File: config.mk
export PLATFORM = sky130hd
export DESIGN_NAME = mult_control_flat
export DESIGN_NICKNAME = d
export VERILOG_FILES = /design/src/rtl/mult_control_if.sv /design/src/rtl/mult_control.sv /design/src/flat_wrapper.sv
export SDC_FILE = /design/constraint.sdc
export NUM_CORES = 1
export LEC_CHECK = 0
export BUFFER_PORTS_ARGS = -buffer_cell sky130_fd_sc_hd__buf_2
export CORE_AREA = 2 2 39 41
export CTS_CLUSTER_DIAMETER = 50
export CTS_CLUSTER_SIZE = 25
export DETAILED_ROUTE_END_ITERATION = 6
export DIE_AREA = 0 0 41 43
export SLEW_MARGIN = 20
export SYNTH_ARGS = -nofsm -noshare
export SYNTH_HDL_FRONTEND = slang
export SYNTH_SLANG_ARGS = --single-unit
File: constraint.sdc
create_clock -name Clk -period 2.7 [get_ports Clk]
set_clock_uncertainty 0.1 [all_clocks]
set_input_delay 0.135 -clock Clk [delete_from_list [all_inputs] [get_ports Clk]]
set_output_delay 0.135 -clock Clk [all_outputs]
set_load 0.02 [all_outputs]
File: src/rtl/mult_control_if.sv
// ---------------------------------------------------------------------------
// mult_control_if
// Bundles the handshake between the shift-add multiplier datapath and its
// controller.
//   start : request a new multiplication          (datapath/host -> controller)
//   k     : bit counter terminal count            (datapath -> controller)
//   m     : current multiplier LSB                (datapath -> controller)
//   load  : load operands, clear bit counter      (controller -> datapath)
//   ad    : add multiplicand into upper half      (controller -> datapath)
//   sh    : shift product/multiplier right        (controller -> datapath)
//   busy  : operation in progress                 (controller -> host)
//   done  : product valid                         (controller -> host)
// The master modport is the datapath/host side; the slave is the controller.
// ---------------------------------------------------------------------------
interface mult_control_if;
  logic start;
  logic k;
  logic m;
  logic load;
  logic ad;
  logic sh;
  logic busy;
  logic done;

  modport master (
    output start, k, m,
    input  load, ad, sh, busy, done
  );

  modport slave (
    input  start, k, m,
    output load, ad, sh, busy, done
  );
endinterface

File: src/rtl/mult_control.sv
// ---------------------------------------------------------------------------
// mult_control
// Moore controller for a shift-add multiplier.
//   Clk   : system clock, all state changes on the rising edge
//   Reset : asynchronous, active-high reset (forces IDLE immediately)
//   Abort : optional, present only when MULT_CONTROL_ABORT_EN is defined;
//           drops any running operation back to IDLE without Done
//   bus   : mult_control_if.slave (start/k/m in, load/ad/sh/busy/done out)
// Parameter DONE_CYCLES (1..15) sets how many cycles Done stays high.
// Optional feature macro: MULT_CONTROL_ABORT_EN.
// ---------------------------------------------------------------------------
module mult_control #(
  parameter int DONE_CYCLES = 1
) (
  input  logic           Clk,
  input  logic           Reset,
`ifdef MULT_CONTROL_ABORT_EN
  input  logic           Abort,
`endif
  mult_control_if.slave  bus
);

  typedef enum logic [2:0] {
    IDLE  = 3'd0,
    INIT  = 3'd1,
    CHECK = 3'd2,
    ADD   = 3'd3,
    SHIFT = 3'd4,
    DONE  = 3'd5
  } state_t;

  // Hold counter value on the final DONE cycle.
  localparam logic [3:0] HOLD_LAST = 4'(DONE_CYCLES - 1);

  state_t     state_reg, state_next;
  logic [3:0] hold_reg,  hold_next;

  always_ff @(posedge Clk or posedge Reset) begin
    if (Reset) begin
      state_reg <= IDLE;
      hold_reg  <= '0;
    end else begin
      state_reg <= state_next;
      hold_reg  <= hold_next;
    end
  end

  always_comb begin
    state_next = state_reg;
    hold_next  = '0;
    case (state_reg)
      IDLE:  if (bus.start) state_next = INIT;
      INIT:  state_next = CHECK;
      CHECK: state_next = bus.m ? ADD : SHIFT;
      ADD:   state_next = SHIFT;
      SHIFT: state_next = bus.k ? DONE : CHECK;
      DONE: begin
        if (hold_reg == HOLD_LAST) begin
          state_next = IDLE;
        end else begin
          hold_next = hold_reg + 4'd1;
        end
      end
      // Encodings 6 and 7 are never entered normally; recover to IDLE.
      default: state_next = IDLE;
    endcase
`ifdef MULT_CONTROL_ABORT_EN
    // Abort overrides every transition, including SHIFT -> DONE, so an
    // aborted operation can never raise Done.
    if (Abort && (state_reg != IDLE)) begin
      state_next = IDLE;
      hold_next  = '0;
    end
`endif
  end

  // Pure Moore decode: each strobe belongs to exactly one state, which keeps
  // load/ad/sh mutually exclusive by construction.
  assign bus.load = (state_reg == INIT);
  assign bus.ad   = (state_reg == ADD);
  assign bus.sh   = (state_reg == SHIFT);
  assign bus.done = (state_reg == DONE);
  assign bus.busy = (state_reg != IDLE);

endmodule

File: src/flat_wrapper.sv
// flat-port wrapper written by rule: the top's interface ports become plain ports
module mult_control_flat 
#(
  parameter int DONE_CYCLES = 1
)
  (Clk, Reset, bus_start, bus_k, bus_m, bus_load, bus_ad, bus_sh, bus_busy, bus_done);
  mult_control_if bus_i ();
  input  logic Clk;
  input  logic Reset;
  input wire logic [$bits(bus_i.start)-1:0] bus_start;
  input wire logic [$bits(bus_i.k)-1:0] bus_k;
  input wire logic [$bits(bus_i.m)-1:0] bus_m;
  output wire logic [$bits(bus_i.load)-1:0] bus_load;
  output wire logic [$bits(bus_i.ad)-1:0] bus_ad;
  output wire logic [$bits(bus_i.sh)-1:0] bus_sh;
  output wire logic [$bits(bus_i.busy)-1:0] bus_busy;
  output wire logic [$bits(bus_i.done)-1:0] bus_done;
  assign bus_i.start = bus_start;
  assign bus_i.k = bus_k;
  assign bus_i.m = bus_m;
  assign bus_load = bus_i.load;
  assign bus_ad = bus_i.ad;
  assign bus_sh = bus_i.sh;
  assign bus_busy = bus_i.busy;
  assign bus_done = bus_i.done;
  mult_control #(.DONE_CYCLES(DONE_CYCLES)) u_core (.Clk(Clk), .Reset(Reset), .bus(bus_i));
endmodule
# Word-level counts from Yosys, hierarchy flattened
# Cells that the tools add are included.
# W data, S select, Z words.
[totals] inputBits=5 mem_count=0 latchBits=0 mem_bits_ro=0 ram_bits=0 ff_bits=7
[op_classes] n_reduce_logical=4 magnitude_cmp=0 div=0 mux=7 n_shift=0 n_mul=0 eq_ne=7 n_addsub=1 n_bitwise=0
[op_table] op="$pmux W3 S6" count=1
[op_table] op="$mux W3" count=4
[op_table] op="$mux W4" count=2
[op_table] op="$eq A3 B2 Y1 const B" count=2
[op_table] op="$eq A3 B3 Y1 const B" count=2
[op_table] op="$add A4 B1 Y4 const B" count=1
[op_table] op="$logic_not A4 Y1" count=1
[op_table] op="$eq A3 B1 Y1 const B" count=1
[op_table] op="$logic_not A3 Y1" count=1
[op_table] op="$reduce_bool A3 Y1" count=1
[op_table] op="$ne A2 B1 Y1 const B" count=1
[op_table] op="$ne A2 B2 Y1 const B" count=1
[op_table] op="$reduce_and A2 Y1" count=1

# Logic depth before layout (Yosys ltp)
[depth] ltp_word=3 ltp_mapped=4

# Worst setup path before layout
# OpenSTA, ideal clock, no wires.
[synth_path] path_type="register to register" start="reg u_core.state_reg[0]" end="reg u_core.state_reg[2]" synth_period_minus_slack_ns=1.292 path_buffers=1 required_ns=2.496 arrival_ns=1.088 path_slack_ns=1.408 stages_incl_launch_ff=5 path_cell_list="dfrtp_1 clkbuf_2 nor3b_2 nand2_1 o311ai_1"
[synth_rtl] element="from (decl)" line="mult_control.sv:35" text="state_t state_reg, state_next;"
[synth_rtl] element="from (signal assigned)" line="mult_control.sv:43" text="state_reg <= state_next;"
[synth_rtl] element="$eq A3 B3 Y1"
[synth_rtl] element="net bus_sh" line="flat_wrapper.sv:15" text="output wire logic [$bits(bus_i.sh)-1:0] bus_sh;"
[synth_rtl] element="$pmux W3 S6" line="mult_control.sv:51" text="case (state_reg)"
# The timed path passes the listed nets, and every way through them passes these cells.
# A chain may end at the register's enable or synchronous reset.

# Final worst setup path
[layout_path] start="reg u_core.state_reg[2]" end="out bus_busy"
[layout_via] elab_chain_cells=1
[layout_lines] element="$reduce_bool A3 Y1" line="mult_control.sv:83" text="assign bus.busy = (state_reg != IDLE);"
[layout_lines] element="to (decl)" line="flat_wrapper.sv:16" text="output wire logic [$bits(bus_i.busy)-1:0] bus_busy;"
# No other way between the ends.

==> run metrics <==
syn nets 46; main flop type after synthesis dfrtp_1; Slowest cell on crit path or3_2; DR vias 311; Setup Viol. Count Final 0; post-route ant nets 0; CP arrival 1.37 ns; # diodes 0; status complete, no violations; row count 14; synth warn 0; Clk Latency, worst-skew pair 0.25 ns; die span in x 41 um; worst-case clock buffer depth 2; peak supply drop 355.3 uV; max reg flops 4; crit share post-route 59.57%; post_cts resized 0; Wirelength per Cell 10.46 um; final WL 711 um; initial antenna violation count 0; Distinct cells, synth 23; post-layout util 35.26%; Synth Area per Inst 10.01 um2; die area 1763 um2; die height 43 um; area grow syn2layout 25.00%; RePlAce Congestion 0.6959; vias in the first global route 308; CP endpoint kind output pin; post-synth top area cell dfrtp_1; First-pass DRT Iterations 2; crit path cell chain or3_2, buf_2; number of flops mapped to enable cells by yosys 0; max cap viols 0; share of cells above drive strength 1 30.77%; FFs w/ async S/R, synth 100.0%; drt initial violations 7; setup repair bufs after CTS 0; cells after synthesis 39; total gr overflow 0; DP HPWL 569.5 um; worst hold-check slack 0.04136 ns; Setup TNS Final 0 ns; clock slew at reported path FFs 0.05 ns; Tot GR Track Use 12.03%; starting density of the core 28.21%; Max-Slew Margin vs Limit 82.49%; Root Buffer clkbuf_4; Startpoint Class flip-flop; leakage 0.0002416 uW; drt via density 4.574; hold crit path type input pin to flip-flop; port buffer count 9; Final Hold Fails 0; Slew @ Worst Pin 0.2623 ns; WS Path Type flip-flop to output pin; Core Area 1384 um2; biggest cell delay along the critical path 0.49 ns; critical path required time 2.47 ns; Pwr Density 877.5 nW/um2; Fmax 621.8 MHz; CTS Buf Count 3; first-pass GRT wire length 1.338 mm; CTS H-tree lvls 1; final net count 60; number of synthesized register bits 7; RSZ-0062 raised after global routing no; register area share after synthesis 44.87%; DRC viols 0; most area-consuming cells after synthesis dfrtp_1 (45%), ha_1 (6.4%), inv_1 (4.8%), nor2_1 (3.8%), nor3b_1 (3.8%); TritonCTS clock tree done; fin crit period 1.608 ns; clk sink count 7; Slew Viols, Final 0; layout filler cell count 154; Yosys top cell area share 44.87%; Mapped Area 390.4 um2; Worst Path Max Fanout 9; largest net degree at the start of global routing 10; # IOs 10
power by group:
| part | leakage (uW) | switching [uW] | internal, uW |
|---|---|---|---|
| registers | 0.0000942 | 42.6 | 127 |
| clock network | 0.0000177 | 39.1 | 54.1 |
| logic | 0.000130 | 90.0 | 75.8 |
final timing paths:
kind	startpoint	endpoint	slack (ns)	cells past startpoint
setup / recovery	u_core.state_reg[2]	bus_busy	1.09	2
hold / removal	bus_k	u_core.state_reg[2]	0.04	3
setup reg to reg	u_core.state_reg[1]	u_core.state_reg[2]	1.53	3
hold reg to reg	u_core.hold_reg[0]	u_core.hold_reg[0]	0.39	1
max in group asynchronous	Reset	u_core.hold_reg[1]	2.04	3
min in group asynchronous	Reset	u_core.state_reg[2]	0.25	3
cell families after synthesis:
logic type	after synthesis	share of synthesized area, %
flip-flops	7	44.87
XOR/XNOR	2	4.488
buffers and inverters	6	6.089
AND/OR/NAND/NOR	15	24.36
adder cells (fa/ha/maj)	2	6.409
multiplexers	1	2.564
AO/OA/AOI/OAI	6	11.22
stage by stage:
step	area (um2)	instances	total power, uW	setup WS, ns
after floorplan	390.4	39	291.3	1.408
after global placement	450.4	63	338.7	1.372
after detailed placement	450.4	63	339.1	1.361
after CTS	488.0	68	437.5	1.077
after global routing	488.0	68	464.6	1.020
final	488.0	68	428.2	1.092
metal layers:
layer,vias to the layer above,share of wire (%),GRT usage (%)
met5,-,0,0
met3,2,5.3,3.141
li1,156,-,-
met4,0,1.4,10.00
met2,7,52,17.81
met1,146,41,13.49
cells in the mapped netlist (2+ instances only):
cell,instances
dfrtp_1,7
inv_1,5
nor2_1,4
and2_1,2
ha_1,2
nor3b_1,2
final cells by class:
type | instances | area [um2] | share of cell area (%)
flip-flops and latches | 7 | 175.2 | 35.90
clock inverters | 1 | 5.005 | 1.026
repair buffers | 10 | 55.05 | 11.28
well taps | 16 | 20.02 | 4.103
clock buffers | 3 | 22.52 | 4.615
inverters | 5 | 18.77 | 3.846
multi-input cells | 26 | 191.4 | 39.23
critical path, delay by kind of cell, from the launching register on:
kind	cells	cell delay [ns]
buffers and inverters	1	0.17
DFF	1	0.46
and+or+nand+nor	1	0.49
cells in the final DEF (no fill, tap or decap):
| cell type | instances |
|---|---|
| dfrtp_1 | 7 |
| o21ai_0 | 1 |
| clkbuf_4 | 3 |
| nand3b_2 | 1 |
| mux2i_1 | 1 |
| ha_1 | 2 |
| xnor2_1 | 1 |
| dlygate4sd3_1 | 1 |
| nand3_1 | 1 |
| buf_2 | 9 |
| o311ai_1 | 1 |
| clkinv_2 | 1 |
| nor2_1 | 4 |
| o31ai_1 | 1 |
| nand2b_1 | 1 |
| xor2_1 | 1 |
| a211oi_1 | 1 |
| nand2_1 | 1 |
| nor3b_1 | 2 |
| inv_1 | 5 |
| nor3b_2 | 1 |
| or3_2 | 1 |
| a21boi_0 | 1 |
| a21o_1 | 1 |
| nor2b_1 | 1 |
| and2_1 | 2 |
repair_timing:
action,CTS,global route
hold buffers,1,0
hold endpoints to repair,7,0
endpoints found under the setup margin,0,0
(Power assumes the default switching activity.)
